--- config.mk ---
export PLATFORM = sky130hd
export DESIGN_NAME = button_conditioner
export DESIGN_NICKNAME = d
export VERILOG_FILES = /design/src/rtl/button_conditioner.sv
export SDC_FILE = /design/constraint.sdc
export NUM_CORES = 1
export LEC_CHECK = 0
export ABC_AREA = 1
export CORE_MARGIN = 2
export CORE_UTILIZATION = 59
export DETAILED_ROUTE_END_ITERATION = 8
export PLACE_DENSITY = 0.78
export SLEW_MARGIN = 20
export SYNTH_ARGS = -nofsm -noshare
export SYNTH_HDL_FRONTEND = slang
export SYNTH_SLANG_ARGS = --single-unit
--- constraint.sdc ---
create_clock -name clk -period 2.1 [get_ports clk]
set_input_delay 0.525 -clock clk [delete_from_list [all_inputs] [get_ports clk]]
set_output_delay 0.525 -clock clk [all_outputs]
set_load 0.02 [all_outputs]
--- src/rtl/button_conditioner.sv ---
// Debounced push-button conditioner: level, press/release strobes and optional long-press strobe.
// Long-press support is compiled in only when BUTTON_LONG_PRESS_EN is defined.
module button_conditioner #(
  parameter int DEBOUNCE_CYCLES = 1000000,
  parameter int LONG_CYCLES     = 100000000
) (
  input  logic clk,
  input  logic reset,
  input  logic btn,
  output logic btn_level,
  output logic press_pulse,
  output logic release_pulse,
  output logic long_press
);

  localparam int CW = $clog2(DEBOUNCE_CYCLES + 1);
  localparam logic [CW-1:0] CNT_LAST = CW'(DEBOUNCE_CYCLES - 1);

  typedef enum logic [1:0] {
    IDLE         = 2'd0,
    PRESS_WAIT   = 2'd1,
    HELD         = 2'd2,
    RELEASE_WAIT = 2'd3
  } state_t;

  state_t        state;
  logic          s1;
  logic          s2;
  logic [CW-1:0] cnt;

  // s2 is the synchronized button (btn_sync); the FSM never looks at btn directly.
  always_ff @(posedge clk) begin
    if (reset) begin
      state         <= IDLE;
      s1            <= 1'b0;
      s2            <= 1'b0;
      cnt           <= '0;
      btn_level     <= 1'b0;
      press_pulse   <= 1'b0;
      release_pulse <= 1'b0;
    end else begin
      s1            <= btn;
      s2            <= s1;
      press_pulse   <= 1'b0;
      release_pulse <= 1'b0;
      case (state)
        IDLE: begin
          if (s2) begin
            state <= PRESS_WAIT;
            cnt   <= '0;
          end
        end
        PRESS_WAIT: begin
          if (!s2) begin
            state <= IDLE;
          end else if (cnt == CNT_LAST) begin
            state       <= HELD;
            btn_level   <= 1'b1;
            press_pulse <= 1'b1;
          end else begin
            cnt <= cnt + 1'b1;
          end
        end
        HELD: begin
          if (!s2) begin
            state <= RELEASE_WAIT;
            cnt   <= '0;
          end
        end
        RELEASE_WAIT: begin
          if (s2) begin
            state <= HELD;
          end else if (cnt == CNT_LAST) begin
            state         <= IDLE;
            btn_level     <= 1'b0;
            release_pulse <= 1'b1;
          end else begin
            cnt <= cnt + 1'b1;
          end
        end
        default: state <= IDLE;
      endcase
    end
  end

`ifdef BUTTON_LONG_PRESS_EN
  localparam int HW = $clog2(LONG_CYCLES + 1);
  localparam logic [HW-1:0] HOLD_LAST = HW'(LONG_CYCLES - 1);
  localparam logic [HW-1:0] HOLD_SAT  = HW'(LONG_CYCLES);

  logic [HW-1:0] hold_cnt;

  // Saturating at LONG_CYCLES guarantees a single strobe per accepted press.
  always_ff @(posedge clk) begin
    if (reset) begin
      hold_cnt   <= '0;
      long_press <= 1'b0;
    end else begin
      long_press <= 1'b0;
      if (state == RELEASE_WAIT && !s2 && cnt == CNT_LAST) begin
        hold_cnt <= '0;
      end else if (state == HELD && hold_cnt != HOLD_SAT) begin
        hold_cnt <= hold_cnt + 1'b1;
        if (hold_cnt == HOLD_LAST) begin
          long_press <= 1'b1;
        end
      end
    end
  end
`else
  assign long_press = 1'b0;
`endif

endmodule

==> impl_metrics.yaml, run 1 <==
outcome:
  status: "complete, no violations"
clocking:
  cts_tree: "done"
  cts_max_level: 1
  clk_pin_slew_ps: 160
  hold_buffers: 0
  ctsResizeCount: 0
  clk_latency_ps: 340
  numCtsBuffers: 3
  cts_setup_buffers: 0
  numClockSinks: 27
  cts-root-buf: "clkbuf_4"
  cts_buffer_depth: 2
route:
  avgViaCountPerCell: 5.23
  num_vias: 1416
  drc: 0
  drt_first_pass_iters: 4
  drtIter0Drc: 35
  routed_wl_mm: 3.12
  wl_per_cell_um: 11.5
  ant_nets: 0
timing:
  final_max_slew_viol_count: 0
  finalSetupViolations: 0
  finalHoldViolCount: 0
  max_freq_mhz: 547
  skew_ps: 6.84
  finalSetupTns_ps: 0
  fin_crit_ps: 1830
  timing.final.crit_share_pct: 87.1
  rsz0062_at_grt: "no"
yosys:
  ys_seq_area_share_pct: 35.5
  synthesis.nets: 239
  synthTopCellsByCount: "nor2_1, nand2_1, inv_1"
  ys_ff_latch: 27
  synthCells: 235
  synth_most_common_cell: "nor2_1"
  netlist_top_cells_area: "dfxtp_1, nor2_1, nand2_1"
  synthArstFlopShare_pct: 0
  synth_top_area_share_pct: 35.5
  synth_cell_types: 29
  synth_area_um2: 1520
  yosysWarnings: 0
  yosysTopAreaCell: "dfxtp_1"
  synth-main-ff-cell: "dfxtp_1"
  synth_edf_count: 0
  synth_area_per_cell_um2: 6.47
setup_path:
  cp_num_buf_inv: 1
  critPathKind: "flop to primary output"
  timing.critical_path.arrival_ps: 1300
  crit_chain: "clkdlybuf4s50_1"
  slowest_delay_ps: 600
  worstSetupEndpointType: "primary output"
  slowest_stage: "clkdlybuf4s50_1"
  worstPathRequired_ps: 1570
  crit_path_start_kind: "flop"
  critPathMaxFanout: 2
  crit_family: "buffers and inverters"
layout:
  area_growth_pct: 6.41
  instances_no_fill: 271
  drive_gt1_share_pct: 7.47
  multiInputGateArea_um2: 815
  fin_nets: 246
  regArea_um2: 541
  utilization_pct: 66.0
  diodes: 0
  final_cell_area_um2: 1620
  fillCellCount: 238
place:
  port_buffers: 5
  place_congestion: 0.903
  place_area_um2: 1590
  dp_cells: 267
  dp_hpwl_mm: 2.27
global_routing:
  antenna_found_initial: 0
  grt_pass1_vias: 1210
  grt_first_pass_wirelength_mm: 5.09
  grt_max_degree: 23
  grt_overflow: 0
  grtUsageTotal_pct: 23.4
floorplanning:
  die_area_um2: 3000
  start_util_pct: 62.0
  die_x_um: 54.8
  ios: 7
  fp.dieH_um: 54.8
  core_region_area_um2: 2450
  row_count: 18
power:
  p_leak_nw: 0.593
  ir_worst_vdd_v: 0.000403
  finalPower_mw: 0.806
  p_per_area_nw_per_um2: 498
run:
  drv_cap: 0
min_path:
  hold_class: "flop to flop"
## layout by cell type, fill, tap and decap left out, drive strengths merged
cell and count:
xnor2 1, nand2 54, o21ai 11, nor2 57
ha 1, o21bai 2, nor3 1, nand3 16
dfxtp 27, nand4 10, buf 3, a211oi 1
inv 33, o21a 2, clkinvlp 1, nand3b 1
o211ai 1, conb 1, a21oi 6, clkbuf 3
clkdlybuf4s50 5, xor2 4
## state kept, by name (all words and copies together), names as in the netlist, named ones only
| signal | flops |
|---|---|
| s2 | 1 |
| press_pulse | 1 |
| state | 1 |
| cnt | 20 |
| s1 | 1 |
| release_pulse | 1 |
| btn_level | 1 |
## worst min-delay path: cells and delay by family (launching register included)
family | cells | cell delay (ps)
buffers and inverters | 1 | 40
flip-flops | 1 | 330
AND/OR/NAND/NOR | 1 | 30
## area by class of cell
type | count | area share, %
clock inverters | 1 | 0.464
inverters | 33 | 7.65
repair buffers | 8 | 4.48
clock buffers | 3 | 1.39
multi-input cells | 169 | 50.3
flip-flops and latches | 27 | 33.4
well taps | 30 | 2.32
## stage by stage
stage / worst slack (ps) / hold slack, ps
2_1_floorplan: 602 / 388
3_3_place_gp: 365 / 390
3_5_place_dp: 362 / 399
4_1_cts: 269 / 420
5_1_grt: 174 / 436
6_report: 271 / 419
## routing by layer
layer / vias up / wire length, µm / GRT usage (%)
met3: 6 / 141 / 2.73
met1: 624 / 1540 / 32.2
li1: 746 / - / -
met4: 0 / 37 / 10.4
met5: - / 0 / 0
met2: 40 / 1410 / 36.1
## power by group
part	leakage, nW	switching, mW	internal, mW	total [mW]
combinational	0.361	0.0330	0.0134	0.0464
clock	0.0139	0.171	0.0731	0.244
sequential	0.218	0.00128	0.515	0.516
total	0.593	0.205	0.602	0.806
## cells by family (layout without fill, tap and decap cells)
group	Yosys count	in the layout	share of synthesized area (%)
simple gates	139	139	41.0
other cells	1	1	0.246
compound gates	23	23	8.55
xor+xnor	5	5	2.88
flops	27	27	35.5
buf+inv	39	45	10.9
fa+ha+maj	1	1	0.822
## final timing paths
kind	from	to	slack (ps)	cells after the start
hold / removal	s1$_SDFF_PP0_	s2$_SDFF_PP0_	420	2
setup reg to reg	cnt[1]$_SDFFE_PP0P_	cnt[14]$_SDFFE_PP0P_	330	9
hold reg to reg	s1$_SDFF_PP0_	s2$_SDFF_PP0_	420	2
setup / recovery	btn_level$_SDFFE_PP0P_	btn_level	270	1
Power figures use the tool's default switching activity.
==> run 2, diff against run 1 <==
==> constraint.sdc (replaced) <==
create_clock -name clk -period 2.1 [get_ports clk]
set_input_delay 0.315 -clock clk [delete_from_list [all_inputs] [get_ports clk]]
set_output_delay 0.315 -clock clk [all_outputs]
set_load 0.02 [all_outputs]
==> impl_metrics.yaml, run 2 (same netlist as run 1, synthesis figures left out) <==
setup_path:
  timing.critical_path.arrival_ps: 2150
  worstPathRequired_ps: 2380
  r2r_end: "cnt[19]$_SDFFE_PP0P_"
  critPathMaxFanout: 22
  r2r_slack_ps: 230
  r2r-start: "cnt[1]$_SDFFE_PP0P_"
  reg2reg_depth: 9
  worstSetupEndpointType: "flop"
  critPathKind: "flop to flop"
  crit_path_start_kind: "flop"
route:
  wl_per_cell_um: 11.6
  drc: 0
  num_vias: 1387
  ant_nets: 0
  drt_first_pass_iters: 4
  drtIter0Drc: 31
  routed_wl_mm: 3.12
  avgViaCountPerCell: 5.14
floorplanning:
  row_count: 18
  fp.dieH_um: 54.8
  die_x_um: 54.8
  start_util_pct: 62.0
  ios: 7
  die_area_um2: 3000
  core_region_area_um2: 2450
clocking:
  cts_setup_buffers: 0
  clk_latency_ps: 330
  clk_pin_slew_ps: 140
  cts_max_level: 1
  cts-root-buf: "clkbuf_4"
  ctsResizeCount: 0
  hold_buffers: 0
  numClockSinks: 27
  cts_buffer_depth: 2
  numCtsBuffers: 3
  cts_tree: "done"
layout:
  largest_reg_flops: 20
  final_common_cell: "nor2_1"
  final_cell_area_um2: 1610
  mostFrequentLayoutCells: "nor2_1, nand2_1, inv_1"
  top_register: "cnt"
  fin_nets: 245
  utilization_pct: 65.5
  instances_no_fill: 270
  drive_gt1_share_pct: 7.08
  diodes: 0
  area_growth_pct: 5.76
place:
  place_congestion: 0.877
  dp_hpwl_mm: 2.33
  place_area_um2: 1580
  port_buffers: 5
  dp_cells: 266
global_routing:
  grtUsageTotal_pct: 25.4
  antenna_found_initial: 0
  grt_max_degree: 23
  grt_overflow: 0
  grt_first_pass_wirelength_mm: 5.43
  grt_pass1_vias: 1282
min_path:
  whs_endpoint: "s2$_SDFF_PP0_"
  holdCritStartpoint: "s1$_SDFF_PP0_"
  hold_class: "flop to flop"
  min_path_cells: 2
timing:
  holdWs_ps: 421
  finalSetupTns_ps: 0
  finalSetupViolations: 0
  rsz0062_at_grt: "no"
  final_max_slew_viol_count: 0
  max_freq_mhz: 535
  skew_ps: 2.61
  timing.final.crit_share_pct: 89.1
  finalHoldViolCount: 0
  fin_crit_ps: 1870
power:
  ir_worst_vdd_v: 0.000538
  p_per_area_nw_per_um2: 491
  p_leak_nw: 0.593
run:
  drv_cap: 0
outcome:
  status: "complete, no violations"
[run 2: changes by cell type in the layout (fill, tap and decap cells not counted)]
cell	delta
buf_4	-1
clkinv_2	+1
clkinvlp_4	-1
[run 2: area by class of cell]
type                            count  area, µm²
Tap cell                           30       37.5
Multi-Input combinational cell    169        815
Clock inverter                      1       5.00
Fill cell                         252        846
Clock buffer                        3       22.5
Sequential cell                    27        541
Timing Repair Buffer                7       65.1
Inverter                           33        124
[run 2: layer usage]
layer	track usage, %	wire (µm)	part of all wire (%)
met5	0	0	0
met4	10.4	66	2.1
met3	2.46	63	2.0
met2	42.3	1420	45
met1	33.4	1570	50
[run 2: per-stage QoR]
step	setup slack (ps)	power (mW)
after floorplan	602	0.563
after global placement	344	0.573
after detailed placement	265	0.573
after CTS	243	0.796
after global routing	87.6	0.816
final	230	0.790
[run 2: critical path, stage by stage (launching register included)]
cell,delay [ps]
dfxtp_1,400
ha_1,240
nand3_2,180
nor2_4,180
nand3_4,170
nand2_4,260
nand2_2,130
nand2_2,140
nand2_1,70
nor2_1,70
[run 2: worst max path at each step]
stage                                        end  slack (ps)                start
after detailed placement    cnt[19]$_SDFFE_PP0P_         270  cnt[0]$_SDFFE_PP0P_
after global placement      cnt[16]$_SDFFE_PP0P_         340  cnt[0]$_SDFFE_PP0P_
after CTS                   cnt[19]$_SDFFE_PP0P_         240  cnt[0]$_SDFFE_PP0P_
after global routing        cnt[19]$_SDFFE_PP0P_          90  cnt[1]$_SDFFE_PP0P_
after floorplan           btn_level$_SDFFE_PP0P_         600  cnt[1]$_SDFFE_PP0P_
final                       cnt[19]$_SDFFE_PP0P_         230  cnt[1]$_SDFFE_PP0P_
[run 2: report_power, final]
part,total [mW],switching (mW),internal (mW)
combinational,0.0465,0.0331,0.0134
clock,0.228,0.156,0.0717
sequential,0.516,0.00137,0.515
==> run 3, diff against run 2 <==
CORE_ASPECT_RATIO = 1.2   (was unset)
CTS_BUF_LIST = sky130_fd_sc_hd__clkbuf_16   (was unset)
==> impl_metrics.yaml, run 3 (same netlist as run 1, synthesis figures left out) <==
layout:
  largest_reg_flops: 20
  fin_nets: 245
  drive_gt1_share_pct: 7.08
  utilization_pct: 66.6
  top_register: "cnt"
  mostFrequentLayoutCells: "nor2_1, nand2_1, inv_1"
  final_common_cell: "nor2_1"
  diodes: 0
  instances_no_fill: 273
  fillCellCount: 232
  area_growth_pct: 9.46
setup_path:
  critPathMaxFanout: 22
  worstSetupEndpointType: "flop"
  worstPathRequired_ps: 2300
  timing.critical_path.arrival_ps: 2080
  critPathKind: "flop to flop"
  crit_path_start_kind: "flop"
route:
  drc: 0
  met1_length_mm: 1.50
  top_layer: "met4"
  num_vias: 1394
  wl_met3_um: 117
  avgViaCountPerCell: 5.11
  drtIter0Drc: 39
  route.met2.wl_mm: 1.54
  drt_first_pass_iters: 4
  ant_nets: 0
  routed_wl_mm: 3.22
  wl_per_cell_um: 11.8
power:
  p_leak_nw: 0.616
  p_per_area_nw_per_um2: 593
  ir_worst_vdd_v: 0.000443
clocking:
  ctsResizeCount: 0
  cts_setup_buffers: 0
  cts_buffer_depth: 2
  cts_tree: "done"
  numClockSinks: 27
  hold_buffers: 0
  numCtsBuffers: 3
  cts_max_level: 1
  clk_latency_ps: 260
  cts-root-buf: "clkbuf_16"
  clk_pin_slew_ps: 60
floorplanning:
  die_x_um: 50.4
  start_util_pct: 60.8
  fp.dieH_um: 59.6
  core_region_area_um2: 2500
  row_count: 20
  die_area_um2: 3000
  ios: 7
min_path:
  hold_class: "flop to flop"
place:
  dp_hpwl_mm: 2.36
  post-place-ws_ps: 263
  dp_cells: 269
  port_buffers: 5
  place_congestion: 0.860
timing:
  finalHoldViolCount: 0
  finalSetupTns_ps: 0
  fin_crit_ps: 1880
  max_freq_mhz: 532
  final_max_slew_viol_count: 0
  timing.final.crit_share_pct: 89.4
  rsz0062_at_grt: "no"
  skew_ps: 2.99
  finalSetupViolations: 0
  fin_ws_ps: 222
run:
  drv_cap: 0
outcome:
  status: "complete, no violations"
global_routing:
  grt_max_degree: 23
  antenna_found_initial: 0
  grt_first_pass_wirelength_mm: 5.55
  grtUsageTotal_pct: 24.4
  grt_pass1_vias: 1234
  grt_overflow: 0
run 3: layout make-up:
type	count	area, µm²	area share (%)
multi-input combinational	169	815	48.9
timing repair buffer	7	65.1	3.91
tap	33	41.3	2.48
clock buffer	3	75.1	4.51
sequential	27	541	32.5
inverter	33	124	7.44
clock inverter	1	5.00	0.301
run 3: final timing paths:
check | start | endpoint | slack (ps) | depth (start not counted)
min | s1$_SDFF_PP0_ | s2$_SDFF_PP0_ | 400 | 2
max reg2reg | cnt[1]$_SDFFE_PP0P_ | cnt[16]$_SDFFE_PP0P_ | 220 | 9
min reg2reg | s1$_SDFF_PP0_ | s2$_SDFF_PP0_ | 400 | 2
max | cnt[1]$_SDFFE_PP0P_ | cnt[16]$_SDFFE_PP0P_ | 220 | 9
run 3: critical path, stage by stage (launching register included):
cell and delay (ps):
dfxtp_1 370, ha_1 230, nand3_2 180, nor2_4 180
nand3_4 170, nand2_4 270, nand2_2 120, nand2_2 140
nand2_1 70, nor2_1 80
run 3: through the flow:
stage | instance area (µm²) | hold WS [ps] | total power [mW]
after floorplan | 1520 | 388 | 0.563
after global placement | 1590 | 393 | 0.571
after detailed placement | 1590 | 394 | 0.572
after CTS | 1670 | 403 | 0.994
after global routing | 1670 | 411 | 1.03
final | 1670 | 403 | 0.987
run 3: power breakdown:
| group | internal [mW] | switching (mW) | total (mW) |
|---|---|---|---|
| registers | 0.514 | 0.00142 | 0.516 |
| clock network | 0.257 | 0.169 | 0.426 |
| logic | 0.0133 | 0.0323 | 0.0456 |
run 3: layer usage:
| layer | GRT usage (%) | vias up |
|---|---|---|
| met5 | 0 | - |
| met2 | 40.0 | 34 |
| met1 | 31.3 | 606 |
| met4 | 10.8 | 0 |
| li1 | - | 747 |
| met3 | 4.29 | 7 |
